==> config.mk <==
export PLATFORM = sky130hd
export DESIGN_NAME = osc_reset_sequencer
export DESIGN_NICKNAME = d
export VERILOG_FILES = /design/src/rtl/osc_seq_pkg.sv /design/src/rtl/sync_2ff.sv /design/src/rtl/osc_reset_sequencer.sv
export SDC_FILE = /design/constraint.sdc
export NUM_CORES = 1
export LEC_CHECK = 0
export ABC_AREA = 1
export BUFFER_PORTS_ARGS = -buffer_cell sky130_fd_sc_hd__buf_2
export CORE_AREA = 5 5 72 87
export CTS_CLUSTER_DIAMETER = 200
export DETAILED_ROUTE_END_ITERATION = 10
export DIE_AREA = 0 0 77 92
export HOLD_SLACK_MARGIN = 0.02
export PLACE_DENSITY = 0.78
export SLEW_MARGIN = 0
export SYNTH_ARGS = -nofsm -noshare
export SYNTH_HDL_FRONTEND = slang
export SYNTH_SLANG_ARGS = --single-unit
==> constraint.sdc <==
create_clock -name clk -period 2.35 [get_ports clk]
set_clock_uncertainty 0.05 [all_clocks]
set_input_delay 0.47 -clock clk [delete_from_list [all_inputs] [get_ports clk]]
set_output_delay 0.47 -clock clk [all_outputs]
set_load 0.005 [all_outputs]
==> src/rtl/osc_seq_pkg.sv <==
// Shared state encoding and sizing helpers for the oscillator-clocked reset sequencer.
package osc_seq_pkg;

   typedef enum logic [2:0] {
      STARTUP,
      PLL_RST,
      WAIT_LOCK,
      RELEASE,
      RUN,
      FAIL
   } seq_state_t;

   localparam int RETRY_CNT_W = 8;

   // Width of a counter able to reach the largest of the timing parameters.
   function automatic int cnt_width(input int a, input int b, input int c,
                                    input int d, input int e);
      int m;
      m = a;
      if (b > m) m = b;
      if (c > m) m = c;
      if (d > m) m = d;
      if (e > m) m = e;
      return $clog2(m) + 1;
   endfunction

endpackage

==> src/rtl/sync_2ff.sv <==
// Generic two-flop synchroniser, both stages cleared by the asynchronous reset.
module sync_2ff #(
   parameter int WIDTH = 1
) (
   input  logic             clk,
   input  logic             rst_n,
   input  logic [WIDTH-1:0] d,
   output logic [WIDTH-1:0] q
);

   logic [WIDTH-1:0] meta;

   always_ff @(posedge clk or negedge rst_n) begin
      if (!rst_n) begin
         meta <= '0;
         q    <= '0;
      end else begin
         meta <= d;
         q    <= meta;
      end
   end

endmodule

==> src/rtl/osc_reset_sequencer.sv <==
// Oscillator-clocked power-up sequencer: settle, PLL reset, lock qualification, staggered release.
// Define OSC_RST_SEQ_RETRY_LIMIT_EN to park in FAIL once retries exceed MAX_RETRIES.
module osc_reset_sequencer
   import osc_seq_pkg::*;
#(
   parameter int STARTUP_CYCLES      = 1024,
   parameter int PLL_RST_CYCLES      = 32,
   parameter int LOCK_STABLE_CYCLES  = 256,
   parameter int LOCK_TIMEOUT_CYCLES = 65535,
   parameter int NUM_STAGES          = 3,
   parameter int STAGE_GAP_CYCLES    = 16,
   parameter int MAX_RETRIES         = 7
) (
   input  logic                   clk,
   input  logic                   rst_n,
   input  logic                   pll_lock,
   input  logic                   sw_reset_req,
   output logic                   pll_reset,
   output logic [NUM_STAGES-1:0]  stage_rst_n,
   output logic                   ready,
   output logic                   lock_lost,
   output logic [RETRY_CNT_W-1:0] retry_cnt,
   output logic                   seq_fail
);

   localparam int CNT_W = cnt_width(STARTUP_CYCLES, PLL_RST_CYCLES, LOCK_STABLE_CYCLES,
                                    LOCK_TIMEOUT_CYCLES, STAGE_GAP_CYCLES);

   if (NUM_STAGES < 1 || NUM_STAGES > 8 || MAX_RETRIES < 0 || MAX_RETRIES > 254) begin : g_bad_cfg
      $error("osc_reset_sequencer: unsupported parameter set");
   end

   seq_state_t             state, state_nxt;
   logic [CNT_W-1:0]       cnt, cnt_nxt;
   logic [CNT_W-1:0]       stable_cnt, stable_nxt;
   logic                   pll_reset_nxt, ready_nxt, lock_lost_nxt;
   logic [NUM_STAGES-1:0]  stage_nxt;
   logic [RETRY_CNT_W-1:0] retry_cnt_nxt, retry_inc;
   logic                   lock_s, restart, retry_evt;

   sync_2ff #(.WIDTH(1)) u_lock_sync (
      .clk   (clk),
      .rst_n (rst_n),
      .d     (pll_lock),
      .q     (lock_s)
   );

   assign retry_inc = (retry_cnt == '1) ? retry_cnt : retry_cnt + RETRY_CNT_W'(1);

`ifdef OSC_RST_SEQ_RETRY_LIMIT_EN
   logic seq_fail_q, seq_fail_nxt, go_fail;
   assign seq_fail = seq_fail_q;
`else
   assign seq_fail = 1'b0;
`endif

   always_ff @(posedge clk or negedge rst_n) begin
      if (!rst_n) begin
         state       <= STARTUP;
         cnt         <= '0;
         stable_cnt  <= '0;
         pll_reset   <= 1'b1;
         stage_rst_n <= '0;
         ready       <= 1'b0;
         lock_lost   <= 1'b0;
         retry_cnt   <= '0;
`ifdef OSC_RST_SEQ_RETRY_LIMIT_EN
         seq_fail_q  <= 1'b0;
`endif
      end else begin
         state       <= state_nxt;
         cnt         <= cnt_nxt;
         stable_cnt  <= stable_nxt;
         pll_reset   <= pll_reset_nxt;
         stage_rst_n <= stage_nxt;
         ready       <= ready_nxt;
         lock_lost   <= lock_lost_nxt;
         retry_cnt   <= retry_cnt_nxt;
`ifdef OSC_RST_SEQ_RETRY_LIMIT_EN
         seq_fail_q  <= seq_fail_nxt;
`endif
      end
   end

   // Per-state timing first; software request and retry handling then override it,
   // so any path back to PLL_RST shares one set of output values.
   always_comb begin
      state_nxt     = state;
      cnt_nxt       = cnt;
      stable_nxt    = '0;
      pll_reset_nxt = pll_reset;
      stage_nxt     = stage_rst_n;
      ready_nxt     = ready;
      lock_lost_nxt = lock_lost;
      retry_cnt_nxt = retry_cnt;
      restart       = 1'b0;
      retry_evt     = 1'b0;
`ifdef OSC_RST_SEQ_RETRY_LIMIT_EN
      seq_fail_nxt  = seq_fail_q;
      go_fail       = 1'b0;
`endif

      case (state)
         STARTUP: begin
            if (cnt == CNT_W'(STARTUP_CYCLES - 1)) restart = 1'b1;
            else                                   cnt_nxt = cnt + CNT_W'(1);
         end
         PLL_RST: begin
            if (cnt == CNT_W'(PLL_RST_CYCLES - 1)) begin
               state_nxt     = WAIT_LOCK;
               cnt_nxt       = '0;
               pll_reset_nxt = 1'b0;
            end else begin
               cnt_nxt = cnt + CNT_W'(1);
            end
         end
         WAIT_LOCK: begin
            stable_nxt = lock_s ? stable_cnt + CNT_W'(1) : '0;
            if (lock_s && stable_cnt == CNT_W'(LOCK_STABLE_CYCLES - 1)) begin
               state_nxt  = RELEASE;
               cnt_nxt    = '0;
               stable_nxt = '0;
               stage_nxt  = NUM_STAGES'(1);
            end else if (cnt == CNT_W'(LOCK_TIMEOUT_CYCLES - 1)) begin
               retry_evt = 1'b1;
            end else begin
               cnt_nxt = cnt + CNT_W'(1);
            end
         end
         RELEASE: begin
            if (!lock_s) begin
               retry_evt = 1'b1;
            end else if (stage_rst_n[NUM_STAGES-1]) begin
               state_nxt = RUN;
               cnt_nxt   = '0;
               ready_nxt = 1'b1;
            end else if (cnt == CNT_W'(STAGE_GAP_CYCLES - 1)) begin
               stage_nxt = (stage_rst_n << 1) | NUM_STAGES'(1);
               cnt_nxt   = '0;
            end else begin
               cnt_nxt = cnt + CNT_W'(1);
            end
         end
         RUN: begin
            if (!lock_s) begin
               retry_evt     = 1'b1;
               lock_lost_nxt = 1'b1;
            end
         end
         FAIL: begin
         end
         default: restart = 1'b1;
      endcase

      if (sw_reset_req && state != STARTUP) begin
         restart       = 1'b1;
         retry_evt     = 1'b0;
         lock_lost_nxt = lock_lost;
`ifdef OSC_RST_SEQ_RETRY_LIMIT_EN
         if (state == FAIL) begin
            retry_cnt_nxt = '0;
            seq_fail_nxt  = 1'b0;
         end
`endif
      end

      if (retry_evt) begin
         restart       = 1'b1;
         retry_cnt_nxt = retry_inc;
`ifdef OSC_RST_SEQ_RETRY_LIMIT_EN
         go_fail       = retry_inc > RETRY_CNT_W'(MAX_RETRIES);
`endif
      end

      if (restart) begin
         state_nxt     = PLL_RST;
         cnt_nxt       = '0;
         stable_nxt    = '0;
         pll_reset_nxt = 1'b1;
         stage_nxt     = '0;
         ready_nxt     = 1'b0;
      end

`ifdef OSC_RST_SEQ_RETRY_LIMIT_EN
      if (go_fail) begin
         state_nxt    = FAIL;
         seq_fail_nxt = 1'b1;
      end
`endif
   end

endmodule

### After elaboration in Yosys (flattened, before gate mapping)

Index checks and enable logic that the tools add are counted.

* $add $sub $neg: 3
* equal/unequal tests: 19
* multiplexer cells: 41
* bitwise operators: 3
* reduce and logical (&&, ||, !) cells: 22

Operators with widths (count)
* 2-to-1 mux 17 bit: 12
* one-hot mux 17 bit (4 select lines): 1
* adder 17 x 1 -> 17 bit (second input constant): 2
* 2-to-1 mux 3 bit: 10
* != test 3 bit (second input constant): 6
* == test 17 x 10 -> 1 bit (second input constant): 1
* == test 17 x 16 -> 1 bit (second input constant): 1
* == test 17 x 4 -> 1 bit (second input constant): 1
* == test 17 x 5 -> 1 bit (second input constant): 1
* == test 17 x 8 -> 1 bit (second input constant): 1
* 2-to-1 mux 1 bit: 14
* AND reduction 5 bit: 2
* nonzero test 2 bit: 5
* one-hot mux 3 bit (3 select lines): 1
* AND reduction 3 bit: 3
* adder 8 x 1 -> 8 bit (second input constant): 1
* == test 8 bit (second input constant): 1
* == test 3 x 2 -> 1 bit (second input constant): 2
* == test 3 bit (second input constant): 2
* one-hot mux 3 bit (2 select lines): 1
* nonzero test 3 bit: 2
* nonzero test 5 bit: 1
* OR reduction 5 bit: 1
* != test 4 bit (second input constant): 1
* other kinds (10): 15

* register bits: 53
* bits of input ports: 4
* logic and storage cells: 99

### Longest topological paths before layout

Gate-level depths: netlist (run 1).

* depth after elaboration: 8
* depth in mapped cells: 13

### Hierarchy

A second synthesis (run 1) with hierarchy kept.

* cell total of the unflattened synthesis: 406
* area, all modules: 3154.3 µm²

By module, submodules not included
* osc_reset_sequencer: times used 1, cells each 404, area an instance 3104.2 µm², seq. area each 1277.5 µm²
* sync_2ff: times used 1, cells each 2, area an instance 50.0 µm², seq. area each 50.0 µm²

### Least setup slack after synthesis (run 1)

Ideal clock, no wire load.

* path kind: register -> register
* start: register stable_cnt[0]
* end: register stable_cnt[6]
* library setup time: 0.069 ns
* data arrival time: 1.732 ns
* slack: 0.499 ns
* stages on the path, launching flop included: 13
* buffers on the path: 1
* clock period less this slack: 1.851 ns
* cell sequence: dfrtp_1 -> ha_1 -> nand2_1 -> inv_2 -> nand2_1 -> nor2_4 -> nand2_1 -> nand2_1 -> nand2_2 -> a21oi_4 -> nand3_4 -> buf_6 -> nor2_2

* longest elaborated chain between the ends: 7
* elaborated cells on any way between the ends: 11
* classes of those cells: 1 x add/sub; 1 x eq/ne; 8 x mux; 1 x reduce/logical

RTL lines
* start: declaration: RTL line osc_reset_sequencer.sv:35 `logic [CNT_W-1:0] stable_cnt, stable_nxt;`
* start signal: assignment: RTL line osc_reset_sequencer.sv:73 `stable_cnt <= stable_nxt;`
* branches (longest 6 deep; another with adder 17 x 1 -> 17 bit)
* 2-to-1 mux 17 bit *: RTL line osc_reset_sequencer.sv:175 `if (restart) begin`
* named net stable_nxt[6]: RTL line osc_reset_sequencer.sv:35

Mark *: on every way through the listed nets, which the timed path passes.
A chain may end at the register's enable or synchronous reset.

### Final worst setup path (run 1)

* start: register stable_cnt[0]
* end: register stable_cnt[2]

Same word-level chain as after synthesis.

==> results.md, run 1 <==
Run status:
- The run finished with clean final reports.

Timing:
- The setup total negative slack is 0 ps.
- The count of endpoints failing hold in the final timing report is 0.
- Setup repair after global routing left no endpoint under its margin.
- Subtracting the final worst setup slack from the clock period gives 2103 ps.
- The measured slew at the worst slew-check pin is 520.6 ps.
- In the finished design, the share of the clock period the worst path needs comes to 89.47%.
- Setup violations remaining at the end of the flow were counted as 0.
- For this run, the top clock speed supported by timing is 475.6 MHz.
- The relative slew slack is 65.29%.
- The number of pins exceeding their max-slew limit in the final report is 0.

Clock network:
- The CTS buffer count is 5.
- After clock tree synthesis, the clock-pin slew on the worst setup and hold paths is 100 ps.
- The insertion delay to the later sink of the worst-skew pair is 310 ps.
- No sink is reached through more buffers than the 2 on the longest clock path.
- The post-CTS setup-driven buffer insertion count is 0.
- The number of sinks handled by clock tree synthesis is 53.
- The H-tree depth reported by CTS is 2.
- The tree is rooted in a sky130_fd_sc_hd__clkbuf_8.
- After clock tree synthesis, the flow added hold-fix buffers numbering 0.
- TritonCTS built the clock tree.

Power and ir drop:
- The clock network is responsible for 25.0% of the overall power.
- The net load switching power is 877.6 uW.
- The share of total power dissipated in combinational logic is 30.2%.
- The share of total power in sequential cells is 44.9%.
- Power spread over the standard cell area amounts to 720.3 mW/mm2.
- Of the total power, the share spent switching nets is 35.59%.
- Internal power comes to 1.588 mW.
- The analysis attributes to cell leakage a power of 1.633 nW.
- IR analysis of the VDD net gives a maximum drop of 0.0006861 V.
- The power consumption is 2.466 mW.

Global routing:
- The global-route track usage on met3 is 3.627%.
- The busiest metal layer after global routing is met2.
- Entering global routing, the biggest net connects 33 pins.
- In the global route stage, met1 resource usage came out at 23.45%.
- The total overflow left after global routing is 0.
- The overall routing resource usage is 18.91%.
- The global-route wire length before repair is 11.24 mm.
- The number of global-route vias before repair came to 2579.
- The initial antenna violation count is 0.
- The routing usage on met2 is 32.65%.

Yosys:
- Averaged over all synthesized cells, the footprint is 7.667 um2.
- The synthesized netlist net count is 416.
- Summing the areas of all compound-gate instances in the mapped netlist gives 5.960% of the synthesized area.
- The distinct cell type count of the synthesized netlist is 31.
- The share of the synthesized netlist area taken by xor and xnor gates is 8.120%.
- Summing the sequential cell areas from Yosys gives 42.44% of the chip area.
- Synthesis inferred 53 register bits.
- Synthesis handed over a netlist of 408 instances.
- The post-synthesis simple-gate area fraction is 34.48%.
- The total standard cell area after synthesis is 0.003128 mm2.
- The adder-cell share of the synthesized area is 1.600%.
- The portion of netlist area occupied by mux cells is 0%.
- By area, the combinational part of the netlist is dominated by simple AND/OR/NAND/NOR gates.
- The Yosys warning count is 0.

Place:
- The number of I/O port buffers is 17.
- The final RePlAce weighted congestion is 0.8848.
- Detailed placement ended at an HPWL of 4.735 mm.

Worst setup path:
- For the worst setup path, the data required time is 2510 ps.
- Along the worst path, the maximum fanout reaches 15.
- Counting both buffers and inverters, the worst setup path holds a total of 1.
- The delay of the slowest critical-path stage is 390 ps.
- The endpoint class of the critical path is a flip-flop.
- The worst flop-to-flop path endpoint is stable_cnt[2]$_DFF_PN0_.
- Measured in cells, the most critical reg-to-reg path has a length of 11.
- The largest individual stage delay along the critical path comes from the cell sky130_fd_sc_hd__dfrtp_1.
- The critical path's most frequent cell is sky130_fd_sc_hd__nand2_1.
- Data arrives at the worst endpoint at 2270 ps.
- The family of cells with the greatest summed delay on the critical path is simple AND/OR/NAND/NOR gates.
- The startpoint identified for the worst register-to-register timing path is stable_cnt[0]$_DFF_PN0_.
- The worst register-to-register path has a setup slack of 250 ps.
- STA classifies the critical path startpoint as a flip-flop.
- Traced cell by cell, the critical path runs through ha_1 -> nand2_1 -> inv_2 -> nand2_1 -> nor2_4 -> nand2_1 -> nand2_1 -> nand2_2 -> a21oi_4 -> nand3_4 -> nor3_1.
- The class of the most critical setup path is reg2reg.

Route:
- After the first detailed-routing iteration, the DRC count stood at 96.
- After detailed routing, the number of remaining DRC violations is 0.
- The via-per-instance ratio is 5.332.
- The routed layout has 2634 vias.
- The post-detailed-routing wire length is 6.291 mm.
- The first-pass iteration count of the detailed router is 5.
- The post-detailed-route count of antenna-violating nets is 0.
- After detailed routing, the average wire length per cell comes to 12.73 um.

Die:
- The floorplan step defined a die boundary enclosing 0.007084 mm2.
- The effective utilization at floorplan is 59.45%.
- 19 I/O pins were placed.
- The area of the core is 0.005261 mm2.
- The floorplan row count is 29.
- The die is 77 um wide.
- The height of the die is 92 um.

Final layout:
- Counting the fill cells in the layout gives 451.
- At the end of the flow the core is filled with cells to 65.07%.
- The area growth from synthesis to layout is 9.440%.
- At the end of the flow, the number of nets in the layout was 439.
- The layout cell share with drive strength beyond 1 is 12.96%.
- Across the whole layout, storage elements account for 0.001328 mm2.
- The area taken by multi-input logic gates is 0.001580 mm2.
- The diode insertion count for antenna repair is 0.

Flow run:
- Max-cap violations in this run came to 0.

Hold path:
- The type of the most critical hold path is in2async.
-- placed cells by master, fill, tap and decap left out, drive strengths merged, types with 2 or more instances in the layout --
cell type  count
xor2          23
o21ai         14
a21oi         12
nand2         88
nor2          76
nor3b          2
nand4         16
inv           46
o211ai         2
clkbuf         6
dfrtp         52
nor3          15
nand3         37
ha             4
nand3b         2
a31o           2
buf           23
xnor2          6
-- final cells by class --
type | instances | area share [%]
sequential | 53 | 38.78
clock buffer | 6 | 2.120
timing repair buffer | 23 | 4.496
clock inverter | 2 | 1.133
multi-input combinational | 302 | 46.16
inverter | 46 | 5.044
tap | 62 | 2.266
-- cells in the mapped netlist --
| master | instances | share of area (%) |
|---|---|---|
| sky130_fd_sc_hd__nor3b_2 | 1 | 0.40 |
| sky130_fd_sc_hd__inv_1 | 44 | 5.3 |
| sky130_fd_sc_hd__xor2_1 | 23 | 6.4 |
| sky130_fd_sc_hd__dfrtp_1 | 52 | 42 |
| sky130_fd_sc_hd__a21oi_4 | 1 | 0.52 |
| sky130_fd_sc_hd__buf_6 | 2 | 0.72 |
| sky130_fd_sc_hd__nor2_1 | 63 | 7.6 |
| sky130_fd_sc_hd__nand3_4 | 1 | 0.56 |
| sky130_fd_sc_hd__buf_4 | 3 | 0.72 |
| sky130_fd_sc_hd__o211ai_1 | 2 | 0.48 |
| sky130_fd_sc_hd__dfstp_2 | 1 | 0.84 |
| sky130_fd_sc_hd__nand2_1 | 87 | 10 |
| sky130_fd_sc_hd__nor2_2 | 11 | 2.2 |
| sky130_fd_sc_hd__buf_2 | 2 | 0.32 |
| sky130_fd_sc_hd__nand2_2 | 1 | 0.20 |
| sky130_fd_sc_hd__ha_1 | 4 | 1.6 |
| sky130_fd_sc_hd__inv_2 | 2 | 0.24 |
| sky130_fd_sc_hd__nor3b_1 | 1 | 0.24 |
| sky130_fd_sc_hd__nor2_4 | 2 | 0.72 |
| sky130_fd_sc_hd__nand3b_1 | 2 | 0.48 |
| sky130_fd_sc_hd__nand4_1 | 16 | 3.2 |
| sky130_fd_sc_hd__a31o_2 | 2 | 0.56 |
| sky130_fd_sc_hd__nor3_1 | 15 | 2.4 |
| sky130_fd_sc_hd__conb_1 | 1 | 0.12 |
| sky130_fd_sc_hd__o21ai_0 | 14 | 2.2 |
| sky130_fd_sc_hd__a31oi_1 | 1 | 0.20 |
| sky130_fd_sc_hd__o22ai_1 | 1 | 0.20 |
| sky130_fd_sc_hd__xnor2_1 | 6 | 1.7 |
| sky130_fd_sc_hd__nand3_2 | 2 | 0.64 |
| sky130_fd_sc_hd__a21oi_1 | 11 | 1.8 |
| sky130_fd_sc_hd__nand3_1 | 34 | 5.4 |
-- registers in the layout, indices dropped and copies added, names as in the netlist, 3 cells and up --
register     count
stage_rst_n      3
cnt             17
state            3
retry_cnt        8
stable_cnt      17
-- cell families (layout without fill, tap and decap cells) --
group	count (synthesis)	after routing
compound gates	32	32
xor+xnor	29	29
fa+ha+maj	4	4
buf+inv	53	77
flops	53	53
other cells	1	1
simple gates	236	236
-- what timing repair did --
item,in CTS,in global routing
resized for setup,0,5
endpoints found under the setup margin,0,16
hold endpoints to repair,0,0
-- layer usage --
layer	vias up	wire (um)
met5	-	0
met3	15	208
met4	0	142
li1	1357	-
met2	38	3151
met1	1224	2789
-- worst max-delay path by stage --
stage,slack [ps],to,start,depth (start not counted)
floorplan,500,stable_cnt[6]$_DFF_PN0_,stable_cnt[0]$_DFF_PN0_,12
global placement,250,cnt[5]$_DFFE_PN0P_,state[2]$_DFFE_PN0P_,11
detailed placement,230,cnt[14]$_DFFE_PN0P_,state[2]$_DFFE_PN0P_,12
CTS,190,cnt[14]$_DFFE_PN0P_,state[2]$_DFFE_PN0P_,12
global route,4,stable_cnt[2]$_DFF_PN0_,stable_cnt[0]$_DFF_PN0_,11
finish,250,stable_cnt[2]$_DFF_PN0_,stable_cnt[0]$_DFF_PN0_,11
-- power groups by stage --
stage	clock [mW]	combinational (mW)	sequential [mW]
after detailed placement	0	0.728	1.12
after CTS	0.634	0.733	1.10
final	0.615	0.743	1.11
after floorplan	0	0.530	1.11
after global placement	0	0.717	1.12
after global routing	0.675	0.847	1.12
-- through the flow --
stage / setup slack, ps / std cells / cell area, um2 / hold WS (ps)
after detailed placement: 225.8 / 486 / 3293 / 316.3
after floorplan: 499.3 / 408 / 3128 / 124.4
final: 247.5 / 494 / 3423 / 81.76
after CTS: 194.9 / 494 / 3405 / 93.38
after global placement: 250.2 / 486 / 3293 / 311.1
after global routing: 3.591 / 494 / 3423 / 109.7
Note: power is estimated with default switching activity, not from simulation.
==> inputs of run 2 (changes only) <==
--- a/config.mk
+++ b/config.mk
@@ -7,12 +7,14 @@
 export LEC_CHECK = 0
 export ABC_AREA = 1
 export BUFFER_PORTS_ARGS = -buffer_cell sky130_fd_sc_hd__buf_2
-export CORE_AREA = 5 5 72 87
+export CELL_PAD_IN_SITES_DETAIL_PLACEMENT = 1
+export CELL_PAD_IN_SITES_GLOBAL_PLACEMENT = 1
+export CORE_AREA = 5 5 83 100
 export CTS_CLUSTER_DIAMETER = 200
 export DETAILED_ROUTE_END_ITERATION = 10
-export DIE_AREA = 0 0 77 92
+export DIE_AREA = 0 0 88 105
 export HOLD_SLACK_MARGIN = 0.02
-export PLACE_DENSITY = 0.78
+export PLACE_DENSITY_LB_ADDON = 0.1
 export SLEW_MARGIN = 0
 export SYNTH_ARGS = -nofsm -noshare
 export SYNTH_HDL_FRONTEND = slang
==> constraint.sdc (replaced) <==
create_clock -name clk -period 2.4 [get_ports clk]
set_clock_uncertainty 0.05 [all_clocks]
set_input_delay 0.48 -clock clk [delete_from_list [all_inputs] [get_ports clk]]
set_output_delay 0.48 -clock clk [all_outputs]
set_load 0.005 [all_outputs]
==> run 2 against run 1 <==
Clock power up 5.7%. Die area grew 30%. Cell area rose by 2.9%. Register-to-register slack barely moved. Routed wire length grew 30%. Critical endpoint is now cnt[10]$_DFFE_PN0P_. Largest cell class unchanged.
==> results.md, run 2 (synthesis gave the netlist of run 1 again) <==
Final layout:
- The storage element area came to 0.001328 mm2 (unchanged).
- The layout cell share with drive strength beyond 1 is 13.99% (+1.0 points).
- The diode insertion count for antenna repair is 0 (unchanged).
- The largest registers in the layout are cnt x17, stable_cnt x17, retry_cnt x8.
- The number of standard cells in the final layout excluding fillers is 526 (+6.5%).
- The utilization after layout came to 48.97% (-16 points).
- The final non-filler cell area is 0.003521 mm2 (+2.9%).
- The final layout net count is 443 (+0.91%).
- Leaving out fill and tap cells, the most frequent cell in the layout is sky130_fd_sc_hd__nand2_1.
- The number of fill cells is 905 (+100%).
- The area taken by multi-input logic gates came to 0.001578 mm2 (-0.16%).
- The area growth from synthesis to layout is 12.56%.
- The top cell types in the final layout, fill and taps aside, are 87 x sky130_fd_sc_hd__nand2_1, 61 x sky130_fd_sc_hd__nor2_1, 52 x sky130_fd_sc_hd__dfrtp_1, 44 x sky130_fd_sc_hd__inv_1, 34 x sky130_fd_sc_hd__nand3_1.

Global routing:
- The largest net degree at the start of global routing is 31 (-6.1%).
- The overall routing resource usage was 18.70% (-0.21 points).
- The number of global-route vias before repair is 2905 (+13%).
- The global-route wire length before repair is 13.79 mm (+23%).
- The global-route congestion overflow total came to 0 (unchanged).
- The initial antenna violation count is 0 (unchanged).

Worst setup path:
- The class of the most critical setup path is reg2reg.
- The kind of start point of the critical path is a flip-flop.
- The data arrival time of the worst path is 2350 ps (+80 ps).
- The endpoint class of the critical path is a flip-flop.
- The maximum fanout count along the critical path came to 18 (+3).
- The endpoint required time on the critical path is 2580 ps (+70 ps).

Clock network:
- The tree is rooted in a sky130_fd_sc_hd__clkbuf_8.
- The H-tree depth reported by CTS is 2 (unchanged).
- The CTS buffer count came to 5 (unchanged).
- The maximum buffer depth of the clock tree is 2 (unchanged).
- The clock-pin transition on the worst setup and hold timing paths is 100 ps (about the same).
- The CTS tree is done.
- The number of sinks handled by clock tree synthesis is 53 (unchanged).
- The insertion delay to the later sink of the worst-skew pair is 310 ps (about the same).

Die:
- The boundary pin count is 19 (unchanged).
- The effective utilization at floorplan is 43.51% (-16 points).
- The height of the die is 105 um (+14%).
- The x dimension of the die was 88 um (+14%).
- The floorplan row count came to 34 (+17%).
- The area of the core is 0.007189 mm2 (+37%).
- The floorplan die area was 0.009240 mm2 (+30%).

Place:
- The number of I/O port buffers is 17 (unchanged).
- The placed standard-cell area came to 0.003368 mm2 (+2.3%).
- The final RePlAce weighted congestion is 0.8602 (-2.8%).
- The post-DP HPWL is 6.290 mm (+33%).
- The count of placed standard cells including taps is 516 (+6.2%).

Timing:
- The setup total negative slack is 0 ps (unchanged).
- Setup repair after global routing left no endpoint under its margin.
- The period utilization is 90.24% (+0.77 points).
- The count of endpoints failing hold in the final timing report is 0 (unchanged).
- The relative slew slack is 60.26% (-5.0 points).
- The maximum frequency from static timing analysis came to 461.7 MHz (-2.9%).
- The number of pins exceeding their max-slew limit in the final report is 0 (unchanged).
- The final setup violation count is 0 (unchanged).
- The measured slew at the worst slew-check pin was 596.0 ps (+75.45 ps).
- The shortest clock period the worst path allows after layout came to 2166 ps (+63.19 ps).

Hold path:
- The worst hold path belongs to the class in2async.

Route:
- The via-per-instance ratio came to 5.160 (-3.2%).
- The post-detailed-route count of antenna-violating nets was 0 (unchanged).
- The detail-routed net length per standard cell is 15.57 um (+22%).
- The DRC violation count after routing is 0 (unchanged).
- The post-detailed-routing wire length is 8.192 mm (+30%).
- The initial DRC count is 72 (-25%).
- The first-pass iteration count of the detailed router is 4 (-1).
- The via count is 2714 (+3.0%).

Power and ir drop:
- The maximum ir drop on the vdd rail was 0.0003188 V (-54%).
- The power consumption came to 2.560 mW (+3.8%).
- The power density normalized to cell area came to 727.0 mW/mm2 (+0.93%).
- The leakage dissipation is 1.667 nW (+2.1%).

Run status:
- The flow ran to the end, and the final reports show no timing, DRC or antenna violations.

Flow run:
- The number of maximum-capacitance violations is 0 (unchanged).
## run 2: cell count changes in the layout (fill, tap and decap cells not counted), sizes merged
cell | previous run | this run
buf | 23 | 27
clkinv | 1 | 0
clkinvlp | 0 | 1
## run 2: area by class of cell
class | count | share of cell area (%)
clock buffers | 6 | 2.345
clock inverters | 2 | 1.066
inverters | 46 | 4.904
multi-input cells | 302 | 44.81
flip-flops and latches | 53 | 37.70
well taps | 90 | 3.198
repair buffers | 27 | 5.970
## run 2: critical path, cell delays in order, from the launching register on
cell	delay, ps
sky130_fd_sc_hd__dfrtp_1	380
sky130_fd_sc_hd__ha_1	170
sky130_fd_sc_hd__nand2_1	80
sky130_fd_sc_hd__inv_2	60
sky130_fd_sc_hd__nand2_1	120
sky130_fd_sc_hd__nor2_4	190
sky130_fd_sc_hd__nand2_1	90
sky130_fd_sc_hd__nand2_1	100
sky130_fd_sc_hd__nand2_2	100
sky130_fd_sc_hd__a21oi_4	250
sky130_fd_sc_hd__buf_12	150
sky130_fd_sc_hd__buf_12	140
sky130_fd_sc_hd__nand3_1	70
sky130_fd_sc_hd__a21oi_1	130
## run 2: timing repair
action	CTS	global route
buffers inserted	0	2
resized for setup	0	2
endpoints found under the setup margin	0	8
hold endpoints to repair	0	0
hold buffers	0	0
## run 2: power by group
part / switching [mW] / internal, mW / total (mW) / leakage [nW]
registers: 0.101 / 0.983 / 1.08 / 0.716
logic: 0.525 / 0.300 / 0.825 / 0.893
clock network: 0.310 / 0.340 / 0.650 / 0.0574
## run 2: final timing paths
check                                             end  depth (start not counted)  slack, ps                  startpoint
min reg2reg                   u_lock_sync.q$_DFF_PN0_                          0        320  u_lock_sync.meta$_DFF_PN0_
min in group clk           u_lock_sync.meta$_DFF_PN0_                          1        230                    pll_lock
max in group asynchronous         cnt[11]$_DFFE_PN0P_                          2       1610                       rst_n
max reg2reg                       cnt[10]$_DFFE_PN0P_                         13        230     stable_cnt[0]$_DFF_PN0_
max                               cnt[10]$_DFFE_PN0P_                         13        230     stable_cnt[0]$_DFF_PN0_
min                           stable_cnt[6]$_DFF_PN0_                          1        110                       rst_n
## run 2: per-layer routing
layer  GRT usage (%)  wire length (um)  up-vias
li1                -                 -     1361
met1           21.54              3440     1328
met2           35.61              4548       17
met3           2.205               115        8
met4           4.496                87        0
met5               0                 0        -
## run 2: per-stage QoR
stage                     setup slack, ps  hold WS, ps
after CTS                           109.5        125.2
after global placement              230.4        325.9
after detailed placement            102.0        316.9
after global routing                20.19        147.9
after floorplan                     549.3        134.4
final                               234.3        108.3
